## src/rtl/dmmu_xlate_if.sv

```systemverilog
`default_nettype none
// ============================================================================
//  Module      : dmmu_xlate_if
//  Description : Request/response handshake bundle between the EX/MEM load-
//                store path and the data-side address-translation stage.
//  Revision    : 1.0 - initial release
// ============================================================================
interface dmmu_xlate_if #(
    parameter int TLBNUM = 16
);
    localparam int IDXW = $clog2(TLBNUM);

    // Request from EX
    logic            req_valid;
    logic            req_ready;
    logic [31:0]     req_va;
    logic            req_wr;

    // Response to MEM
    logic            resp_valid;
    logic            resp_ready;
    logic [31:0]     resp_pa;
    logic [1:0]      resp_mat;
    logic            resp_exc;
    logic [5:0]      resp_ecode;
    logic [31:0]     resp_badv;
    logic [IDXW-1:0] resp_tlb_index;

    modport master (
        output req_valid, req_va, req_wr, resp_ready,
        input  req_ready, resp_valid, resp_pa, resp_mat, resp_exc,
               resp_ecode, resp_badv, resp_tlb_index
    );

    modport slave (
        input  req_valid, req_va, req_wr, resp_ready,
        output req_ready, resp_valid, resp_pa, resp_mat, resp_exc,
               resp_ecode, resp_badv, resp_tlb_index
    );
endinterface
`default_nettype wire

```

## src/rtl/dmmu_xlate.sv

```systemverilog
`default_nettype none
// ============================================================================
//  Module      : dmmu_xlate
//  Description : Two-stage load/store address translation (DA / DMW / TLB)
//                in front of the data cache. Stage 1 holds the request and
//                drives TLB search port 1; stage 2 is the registered result.
//  Revision    : 1.0 - initial release
// ============================================================================
module dmmu_xlate #(
    parameter int TLBNUM = 16
) (
    input  wire logic                      clk,
    input  wire logic                      reset,
    input  wire logic                      flush,
    dmmu_xlate_if.slave                    bus,
    input  wire logic                      csr_da,
    input  wire logic                      csr_pg,
    input  wire logic [1:0]                csr_plv,
    input  wire logic [1:0]                csr_datm,
    input  wire logic [9:0]                csr_asid,
    input  wire logic [31:0]               csr_dmw0,
    input  wire logic [31:0]               csr_dmw1,
    output      logic [18:0]               s1_vppn,
    output      logic                      s1_va_bit12,
    output      logic [9:0]                s1_asid,
    input  wire logic                      s1_found,
    input  wire logic [$clog2(TLBNUM)-1:0] s1_index,
    input  wire logic [19:0]               s1_ppn,
    input  wire logic [5:0]                s1_ps,
    input  wire logic [1:0]                s1_plv,
    input  wire logic [1:0]                s1_mat,
    input  wire logic                      s1_d,
    input  wire logic                      s1_v
);
    localparam int IDXW = $clog2(TLBNUM);

    localparam logic [5:0] C_ECODE_PIL  = 6'h01;
    localparam logic [5:0] C_ECODE_PIS  = 6'h02;
    localparam logic [5:0] C_ECODE_PME  = 6'h04;
    localparam logic [5:0] C_ECODE_PPI  = 6'h07;
    localparam logic [5:0] C_ECODE_TLBR = 6'h3F;

    // Request snapshot: CSRs are frozen at accept so later writes cannot
    // change the translation of a request already in flight.
    typedef struct packed {
        logic [31:0] va;
        logic        wr;
        logic        da;
        logic        pg;
        logic [1:0]  plv;
        logic [1:0]  datm;
        logic [9:0]  asid;
        logic [31:0] dmw0;
        logic [31:0] dmw1;
    } stage1_t;

    typedef struct packed {
        logic [31:0]     pa;
        logic [1:0]      mat;
        logic            exc;
        logic [5:0]      ecode;
        logic [31:0]     badv;
        logic [IDXW-1:0] idx;
    } stage2_t;

    stage1_t stage1_q, stage1_d;
    stage2_t stage2_q, stage2_d;
    logic    stage1_vld_q, stage1_vld_d;
    logic    stage2_vld_q, stage2_vld_d;

    logic        w_s2_free;
    logic        w_advance;
    logic        w_accept;
    logic        w_dmw0_hit;
    logic        w_dmw1_hit;
    logic [31:0] w_pa;
    logic [1:0]  w_mat;
    logic        w_exc;
    logic [5:0]  w_ecode;

    assign w_s2_free     = !stage2_vld_q || bus.resp_ready;
    assign w_advance     = stage1_vld_q && w_s2_free;
    assign bus.req_ready = !stage1_vld_q || w_s2_free;
    assign w_accept      = bus.req_valid && bus.req_ready && !flush;

    // TLB search key comes straight from the stage-1 snapshot, quiet when idle
    assign s1_vppn     = stage1_vld_q ? stage1_q.va[31:13] : 19'd0;
    assign s1_va_bit12 = stage1_vld_q ? stage1_q.va[12]    : 1'b0;
    assign s1_asid     = stage1_vld_q ? stage1_q.asid      : 10'd0;

    // pg is kept in the snapshot for completeness; paging is assumed whenever
    // DA is clear, so pg and the reserved DMW fields never steer the result.
    logic unused_bits;
    assign unused_bits = ^{stage1_q.pg, stage1_q.dmw0[28], stage1_q.dmw0[24:6],
                           stage1_q.dmw0[2:1], stage1_q.dmw1[28],
                           stage1_q.dmw1[24:6], stage1_q.dmw1[2:1]};

    // Translate the stage-1 request: DA, then DMW0, DMW1, then TLB checks
    always_comb begin
        w_pa    = 32'd0;
        w_mat   = 2'd0;
        w_exc   = 1'b0;
        w_ecode = 6'd0;
        w_dmw0_hit = ((stage1_q.plv == 2'd0 && stage1_q.dmw0[0]) ||
                      (stage1_q.plv == 2'd3 && stage1_q.dmw0[3])) &&
                     (stage1_q.va[31:29] == stage1_q.dmw0[31:29]);
        w_dmw1_hit = ((stage1_q.plv == 2'd0 && stage1_q.dmw1[0]) ||
                      (stage1_q.plv == 2'd3 && stage1_q.dmw1[3])) &&
                     (stage1_q.va[31:29] == stage1_q.dmw1[31:29]);
        if (stage1_q.da) begin
            w_pa  = stage1_q.va;
            w_mat = stage1_q.datm;
        end else if (w_dmw0_hit) begin
            w_pa  = {stage1_q.dmw0[27:25], stage1_q.va[28:0]};
            w_mat = stage1_q.dmw0[5:4];
        end else if (w_dmw1_hit) begin
            w_pa  = {stage1_q.dmw1[27:25], stage1_q.va[28:0]};
            w_mat = stage1_q.dmw1[5:4];
        end else if (!s1_found) begin
            w_exc   = 1'b1;
            w_ecode = C_ECODE_TLBR;
        end else if (!s1_v) begin
            w_exc   = 1'b1;
            w_ecode = stage1_q.wr ? C_ECODE_PIS : C_ECODE_PIL;
        end else if (stage1_q.plv > s1_plv) begin
            w_exc   = 1'b1;
            w_ecode = C_ECODE_PPI;
        end else if (stage1_q.wr && !s1_d) begin
            w_exc   = 1'b1;
            w_ecode = C_ECODE_PME;
        end else begin
            w_mat = s1_mat;
            // Page sizes other than 4M are handled as 4K pages
            if (s1_ps == 6'd21) begin
                w_pa = {s1_ppn[19:9], stage1_q.va[20:0]};
            end else begin
                w_pa = {s1_ppn, stage1_q.va[11:0]};
            end
        end
    end

    // Pipeline next state: accept into S1, move S1 to S2, drain S2; flush wins
    always_comb begin
        stage1_vld_d = stage1_vld_q;
        stage1_d     = stage1_q;
        stage2_vld_d = stage2_vld_q;
        stage2_d     = stage2_q;
        if (w_advance) begin
            stage1_vld_d   = 1'b0;
            stage2_vld_d   = 1'b1;
            stage2_d.pa    = w_pa;
            stage2_d.mat   = w_mat;
            stage2_d.exc   = w_exc;
            stage2_d.ecode = w_ecode;
            stage2_d.badv  = stage1_q.va;
            stage2_d.idx   = s1_index;
        end else if (w_s2_free) begin
            stage2_vld_d = 1'b0;
        end
        if (w_accept) begin
            stage1_vld_d  = 1'b1;
            stage1_d.va   = bus.req_va;
            stage1_d.wr   = bus.req_wr;
            stage1_d.da   = csr_da;
            stage1_d.pg   = csr_pg;
            stage1_d.plv  = csr_plv;
            stage1_d.datm = csr_datm;
            stage1_d.asid = csr_asid;
            stage1_d.dmw0 = csr_dmw0;
            stage1_d.dmw1 = csr_dmw1;
        end
        if (flush) begin
            stage1_vld_d = 1'b0;
            stage2_vld_d = 1'b0;
        end
    end

    // Stage registers with synchronous reset
    always_ff @(posedge clk) begin
        if (reset) begin
            stage1_vld_q <= 1'b0;
            stage2_vld_q <= 1'b0;
            stage1_q     <= '0;
            stage2_q     <= '0;
        end else begin
            stage1_vld_q <= stage1_vld_d;
            stage2_vld_q <= stage2_vld_d;
            stage1_q     <= stage1_d;
            stage2_q     <= stage2_d;
        end
    end

    assign bus.resp_valid     = stage2_vld_q;
    assign bus.resp_pa        = stage2_q.pa;
    assign bus.resp_mat       = stage2_q.mat;
    assign bus.resp_exc       = stage2_q.exc;
    assign bus.resp_ecode     = stage2_q.ecode;
    assign bus.resp_badv      = stage2_q.badv;
    assign bus.resp_tlb_index = stage2_q.idx;
endmodule
`default_nettype wire

```

## src/flat_wrapper.sv

```systemverilog
// flat-port wrapper written by rule: the top's interface ports become plain ports
module dmmu_xlate_flat 
#(
    parameter int TLBNUM = 16
)
  (clk, reset, flush, csr_da, csr_pg, csr_plv, csr_datm, csr_asid, csr_dmw0, csr_dmw1, s1_vppn, s1_va_bit12, s1_asid, s1_found, s1_index, s1_ppn, s1_ps, s1_plv, s1_mat, s1_d, s1_v, bus_req_valid, bus_req_va, bus_req_wr, bus_resp_ready, bus_req_ready, bus_resp_valid, bus_resp_pa, bus_resp_mat, bus_resp_exc, bus_resp_ecode, bus_resp_badv, bus_resp_tlb_index);
  dmmu_xlate_if #(.TLBNUM(TLBNUM)) bus_i ();
  input  wire logic clk;
  input  wire logic reset;
  input  wire logic flush;
  input  wire logic csr_da;
  input  wire logic csr_pg;
  input  wire logic [1:0] csr_plv;
  input  wire logic [1:0] csr_datm;
  input  wire logic [9:0] csr_asid;
  input  wire logic [31:0] csr_dmw0;
  input  wire logic [31:0] csr_dmw1;
  output      logic [18:0] s1_vppn;
  output      logic s1_va_bit12;
  output      logic [9:0] s1_asid;
  input  wire logic s1_found;
  input  wire logic [$clog2(TLBNUM)-1:0] s1_index;
  input  wire logic [19:0] s1_ppn;
  input  wire logic [5:0] s1_ps;
  input  wire logic [1:0] s1_plv;
  input  wire logic [1:0] s1_mat;
  input  wire logic s1_d;
  input  wire logic s1_v;
  input wire logic [$bits(bus_i.req_valid)-1:0] bus_req_valid;
  input wire logic [$bits(bus_i.req_va)-1:0] bus_req_va;
  input wire logic [$bits(bus_i.req_wr)-1:0] bus_req_wr;
  input wire logic [$bits(bus_i.resp_ready)-1:0] bus_resp_ready;
  output wire logic [$bits(bus_i.req_ready)-1:0] bus_req_ready;
  output wire logic [$bits(bus_i.resp_valid)-1:0] bus_resp_valid;
  output wire logic [$bits(bus_i.resp_pa)-1:0] bus_resp_pa;
  output wire logic [$bits(bus_i.resp_mat)-1:0] bus_resp_mat;
  output wire logic [$bits(bus_i.resp_exc)-1:0] bus_resp_exc;
  output wire logic [$bits(bus_i.resp_ecode)-1:0] bus_resp_ecode;
  output wire logic [$bits(bus_i.resp_badv)-1:0] bus_resp_badv;
  output wire logic [$bits(bus_i.resp_tlb_index)-1:0] bus_resp_tlb_index;
  assign bus_i.req_valid = bus_req_valid;
  assign bus_i.req_va = bus_req_va;
  assign bus_i.req_wr = bus_req_wr;
  assign bus_i.resp_ready = bus_resp_ready;
  assign bus_req_ready = bus_i.req_ready;
  assign bus_resp_valid = bus_i.resp_valid;
  assign bus_resp_pa = bus_i.resp_pa;
  assign bus_resp_mat = bus_i.resp_mat;
  assign bus_resp_exc = bus_i.resp_exc;
  assign bus_resp_ecode = bus_i.resp_ecode;
  assign bus_resp_badv = bus_i.resp_badv;
  assign bus_resp_tlb_index = bus_i.resp_tlb_index;
  dmmu_xlate #(.TLBNUM(TLBNUM)) u_core (.clk(clk), .reset(reset), .flush(flush), .bus(bus_i), .csr_da(csr_da), .csr_pg(csr_pg), .csr_plv(csr_plv), .csr_datm(csr_datm), .csr_asid(csr_asid), .csr_dmw0(csr_dmw0), .csr_dmw1(csr_dmw1), .s1_vppn(s1_vppn), .s1_va_bit12(s1_va_bit12), .s1_asid(s1_asid), .s1_found(s1_found), .s1_index(s1_index), .s1_ppn(s1_ppn), .s1_ps(s1_ps), .s1_plv(s1_plv), .s1_mat(s1_mat), .s1_d(s1_d), .s1_v(s1_v));
endmodule
```

## config.mk

```make
export PLATFORM = sky130hd
export DESIGN_NAME = dmmu_xlate_flat
export DESIGN_NICKNAME = d
export VERILOG_FILES = /design/src/rtl/dmmu_xlate_if.sv /design/src/rtl/dmmu_xlate.sv /design/src/flat_wrapper.sv
export SDC_FILE = /design/constraint.sdc
export NUM_CORES = 1
export LEC_CHECK = 0
export BUFFER_PORTS_ARGS = -buffer_cell sky130_fd_sc_hd__buf_2
export CORE_AREA = 2 2 129 162
export DETAILED_ROUTE_END_ITERATION = 6
export DIE_AREA = 0 0 131 164
export HOLD_SLACK_MARGIN = 0.08
export SLEW_MARGIN = 25
export SYNTH_ARGS = -nofsm -noshare
export SYNTH_HDL_FRONTEND = slang
export SYNTH_SLANG_ARGS = --single-unit
```

## constraint.sdc

```tcl
create_clock -name clk -period 4 [get_ports clk]
set_clock_uncertainty 0.15 [all_clocks]
set_input_delay 0 -clock clk [delete_from_list [all_inputs] [get_ports clk]]
set_output_delay 0 -clock clk [all_outputs]
set_load 0.02 [all_outputs]
```

Yosys cells after proc, flatten, opt, wreduce, memory -nomap -nowiden
Index checks and enable logic that the tools add are counted.

Flip-flop bits (word level): 191. Input port bits: 155. Logic and storage cells: 80.

Reduce and logical (&&, ||, !) cells: 22. Order comparisons: 1. Muxes and demuxes: 37. Eq/ne operators: 4.

Operator list (count): two-way mux 32 bit (7); two-way mux 6 bit (6); two-way mux 21 bit (1); two-way mux 19 bit (1); two-way mux 2 bit (8); two-way mux 1 bit (12); logical AND 1 bit (10); two-way mux 10 bit (1); == test 3 bit (2); == test 6 x 5 -> 1 bit (second input constant) (1); logical NOT 1 bit (4); logical OR 1 bit (4); nonzero test 2 bit (2); two-way mux 3 bit (1); == test 2 bit (second input constant) (1); greater-than comparator 2 bit (1); logical NOT 2 bit (1); OR reduction 2 bit (1).

Logic depth before layout (Yosys ltp)
Depth after elaboration: 9. Mapped depth: 8. Gate-level depth less buffers: 7.

Worst setup path after synthesis
OpenSTA, ideal clock, no wires.

Path kind: flip-flop to flip-flop. Start: register u_core.stage1_q[77] (netlist bit). End: register u_core.stage2_q, in the netlist u_core.bus.resp_pa[12]. Cell stages (with the launch flop): 7. Slack: 1.899 ns. Setup time: 0.061 ns. Required time: 3.789 ns. Clock period less this slack: 2.101 ns. Arrival: 1.890 ns. Path buffers: 0. Path through: dfxtp_1 > ha_1 > nor2b_1 > o21ai_1 > nand2_1 > a211oi_2 > a22o_1.

Longest elaborated chain between the ends: 7.

RTL lines: start: declaration (line dmmu_xlate.sv:66) `stage1_t stage1_q, stage1_d;`; start signal: assignment (line dmmu_xlate.sv:188) `stage1_q <= stage1_d;`; greater-than comparator 2 bit, or another cell as far along (line dmmu_xlate.sv:125) `end else if (stage1_q.plv > s1_plv) begin`; two-way mux 32 bit, or another cell as far along (line dmmu_xlate.sv:125); two-way mux 32 bit or logical OR 1 bit (tied branches) (line dmmu_xlate.sv:122, dmmu_xlate.sv:107); two-way mux 32 bit or logical AND 1 bit (tied branches) (line dmmu_xlate.sv:119, dmmu_xlate.sv:108); two-way mux 32 bit (line dmmu_xlate.sv:116) `end else if (w_dmw1_hit) begin`; two-way mux 32 bit * (line dmmu_xlate.sv:113) `end else if (w_dmw0_hit) begin`; two-way mux 32 bit * (line dmmu_xlate.sv:110) `if (stage1_q.da) begin`; end signal: assignment (line dmmu_xlate.sv:189) `stage2_q <= stage2_d;`; end: declaration (line dmmu_xlate.sv:67) `stage2_t stage2_q, stage2_d;`.

Mark *: on every way between the ends. The rest lies on a longest branch, timed or not. A chain may end at the register's enable or synchronous reset.

Worst setup path in the final report
Start: register u_core.stage2_vld_q, in the netlist u_core.bus.resp_valid. End: register u_core.stage1_q[104] (netlist bit).

Longest elaborated chain between the ends: 5.

RTL lines: start: declaration (line dmmu_xlate.sv:69) `logic stage2_vld_q, stage2_vld_d;`; start signal: assignment (line dmmu_xlate.sv:187) `stage2_vld_q <= stage2_vld_d;`; logical NOT 1 bit (line dmmu_xlate.sv:81) `assign w_s2_free = !stage2_vld_q || bus.resp_ready;`; logical OR 1 bit (line dmmu_xlate.sv:81); logical OR 1 bit (line dmmu_xlate.sv:83) `assign bus.req_ready = !stage1_vld_q || w_s2_free;`; logical AND 1 bit (2 in series) (line dmmu_xlate.sv:84) `assign w_accept = bus.req_valid && bus.req_ready && !flush;`.

Every way passes these cells.

==> impl_metrics.tcl <==
set metrics [dict create \
    cp-start-kind "flip-flop" \
    synth_top_flop_cell "dfxtp_1" \
    synth-seq-cells 145 \
    setup_viol 0 \
    wl_per_cell_um 14.8 \
    async_flop_share 0 \
    start_util 0.294 \
    pin_count 264 \
    maxCapViolCount 0 \
    multi_input_area_mm2 0.00271 \
    crit_path_max_fanout 68 \
    rr_endpoint "u_core.stage1_q[104]" \
    grt_overflow 0 \
    slew_headroom 0.336 \
    rr_startpoint "u_core.bus.resp_valid" \
    netlist_area_mm2 0.00587 \
    ys_seq_area_frac 0.495 \
    ant_nets 0 \
    synth.distinct_cells 43 \
    syn_to_final_growth_pct 55.7 \
    cts_buffers 17 \
    worstHoldEndpoint "u_core.bus.resp_ecode[0]" \
    synth_top_cell_area_share 0.495 \
    insertion_delay_ns 0.42 \
    design.core.area_mm2 0.0200 \
    fin_crit_sh 0.689 \
    die_area_mm2 0.0215 \
    r2r_slack_ns 1.25 \
    cts_max_level 4 \
    yosysWarnings 0 \
    fin_area_mm2 0.00914 \
    status "finished clean" \
    p_sw_frac 0.241 \
    regArea_mm2 0.00290 \
    io_buffers 218 \
    postCtsSetupBuffers 0 \
    hpwl_um 12500 \
    die_h_um 164 \
    crit_required_ns 4.21 \
    peakVddDrop_mv 0.275 \
    syn_avg_cell_area_um2 7.96 \
    hold_depth 7 \
    max_freq_mhz 363 \
    hold_buffers 132 \
    gp_congestion 0.720 \
    path_clk_slew_ns 0.06 \
    drive_above_1_share 0.260 \
    fin_tns_setup_ns 0 \
    min_period_ns 2.75 \
    clk_path_buf_depth 2 \
    grt_antenna_before_repair 2 \
    pwr_density_cell_mw_per_mm2 403 \
    p_int_mw 2.79 \
    grt_setup_unrepaired "false" \
    rr_worst_depth 7 \
    yosysMostFrequentCell "nand2_1" \
    end_kind "flip-flop" \
    routed_wl_um 19900 \
    hold_viol_final 0 \
    grt_pass1_wl_um 30600 \
    drc 0 \
    p_seq_frac 0.415 \
    syn_nets 894 \
    cts_root_buffer "clkbuf_16" \
    p_comb_frac 0.114 \
    synthTopCellsByCount "249 x nand2_1, 145 x dfxtp_1, 126 x a21oi_1, 46 x clkbuf_1, 31 x and2_1" \
    cts_sinks 145 \
    arrival_ns 2.96 \
    worst_pin_slew_ns 0.994 \
    maxSlewViolCount 0 \
    hp-class "in -> reg" \
    cts_tree "done" \
    hp-start "s1_plv[0]" \
    syn_inst 737 \
    clockPowerShare 0.471 \
    place_area_mm2 0.00716 \
    dr.pass1.iters 6 \
    yosysTopAreaCell "dfxtp_1" \
    switching_power_uw 887 \
    ys_top_cells_by_area "dfxtp_1 49%, nand2_1 16%, a21oi_1 11%, and2_1 3.3%, clkbuf_1 2.9%" \
    drtIter0Drc 308 \
    nNetsFinal 1216 \
    die_w_um 131 \
    row_count 58 \
    nFillCells 1963 \
    cts_resized 0 \
    synth_edf_count 0 \
    grt_pass1_vias 6039 \
    leakage_nw 3.90 \
    worst-setup-path-type "reg -> reg" \
    grt_max_degree 78 \
    dr_total_vias 6178 \
    via_per_inst 4.60 \
    grt_usage 0.182 \
]
==> flip-flops by register name, summed over array words and instances (netlist names) <==
name,cells
u_core.bus.resp_pa,32
u_core.bus.resp_ecode,4
u_core.bus.resp_tlb_index,4
u_core.bus.resp_mat,2
u_core.stage1_q,68
u_core.bus.resp_badv,32
u_core.bus.resp_exc,1
u_core.stage1_vld_q,1
u_core.bus.resp_valid,1
==> power by group through the flow <==
| stage | clock, mW | sequential [mW] | combinational [mW] |
|---|---|---|---|
| final | 1.73 | 1.53 | 0.420 |
| after global routing | 1.82 | 1.53 | 0.461 |
| after CTS | 1.77 | 1.53 | 0.420 |
| after detailed placement | 0 | 1.56 | 0.323 |
| after global placement | 0 | 1.56 | 0.320 |
| after floorplan | 0 | 1.57 | 0.179 |
==> worst max path at each step <==
stage	startpoint	to	slack, ns	cells after the start
finish	u_core.bus.resp_valid	u_core.stage1_q[104]	1.25	7
global route	u_core.bus.resp_valid	u_core.stage1_q[94]	1.00	7
CTS	u_core.stage1_vld_q	u_core.stage1_q[87]	1.25	6
detailed placement	u_core.stage1_vld_q	u_core.bus.resp_pa[20]	1.43	3
global placement	u_core.stage1_vld_q	u_core.bus.resp_pa[15]	1.45	3
floorplan	u_core.stage1_q[77]	u_core.bus.resp_pa[12]	1.90	6
==> through the flow <==
stage	instances	utilization	setup WS (ns)	hold WS, ns	power [mW]
5_1_grt	1344	0.458	1.00	0.180	3.82
3_3_place_gp	1178	0.359	1.45	0.0552	1.88
3_5_place_dp	1178	0.359	1.43	0.0639	1.88
6_report	1344	0.458	1.25	0.141	3.68
4_1_cts	1342	0.457	1.25	0.123	3.71
2_1_floorplan	737	-	1.90	-0.0707	1.75
==> critical path, stage by stage, from the launching register on <==
cell           delay (ns)
dfxtp_1              0.33
nor2b_1              0.36
nand2_1              0.20
nand3b_1             0.13
buf_4                0.63
nand2_1              0.15
a21oi_1              0.18
dlygate4sd3_1        0.56
==> cells by family after synthesis <==
family / share of synthesized area
adders and majority gates: 0.00427
and+or+nand+nor: 0.246
DFF: 0.495
AOI/OAI and AO/OA: 0.183
xor gates and xnor gates: 0.00896
buffers and inverters: 0.0459
muxes: 0.0173
==> per-layer routing <==
metal / vias to the layer above / track usage / share of wire
met5: - / 0 / 0
met4: 0 / 0.0730 / 0.025
met3: 34 / 0.0404 / 0.049
met2: 189 / 0.315 / 0.50
met1: 2851 / 0.217 / 0.43
li1: 3104 / - / -
==> cell usage in the layout, fill, tap and decap left out, types with 3 or more instances in the layout <==
cell	synthesis	final
a22o_1	9	9
o211ai_1	3	3
a21o_1	12	12
nand4_1	5	5
and2_1	31	31
o22ai_1	4	4
buf_2	5	217
clkinvlp_4	0	4
nor3b_1	6	6
mux2_2	9	9
dfxtp_1	145	145
clkbuf_16	0	17
nand3_1	11	11
dlygate4sd3_1	0	132
buf_4	2	11
xnor2_1	6	6
clkbuf_8	0	3
nand2_1	249	249
inv_1	8	8
a21oi_1	126	126
a221o_1	4	4
nor2_1	13	13
bufinv_16	0	4
a311oi_1	8	8
==> cell type report <==
type / count / share of cell area
flip-flops and latches: 145 / 0.318
multi-input cells: 526 / 0.296
repair buffers: 361 / 0.275
clock buffers: 20 / 0.0511
well taps: 270 / 0.0370
clock inverters: 12 / 0.0194
inverters: 8 / 0.00329
diodes: 2 / 0.000548
No activity file was read; power rests on OpenSTA's default activity.
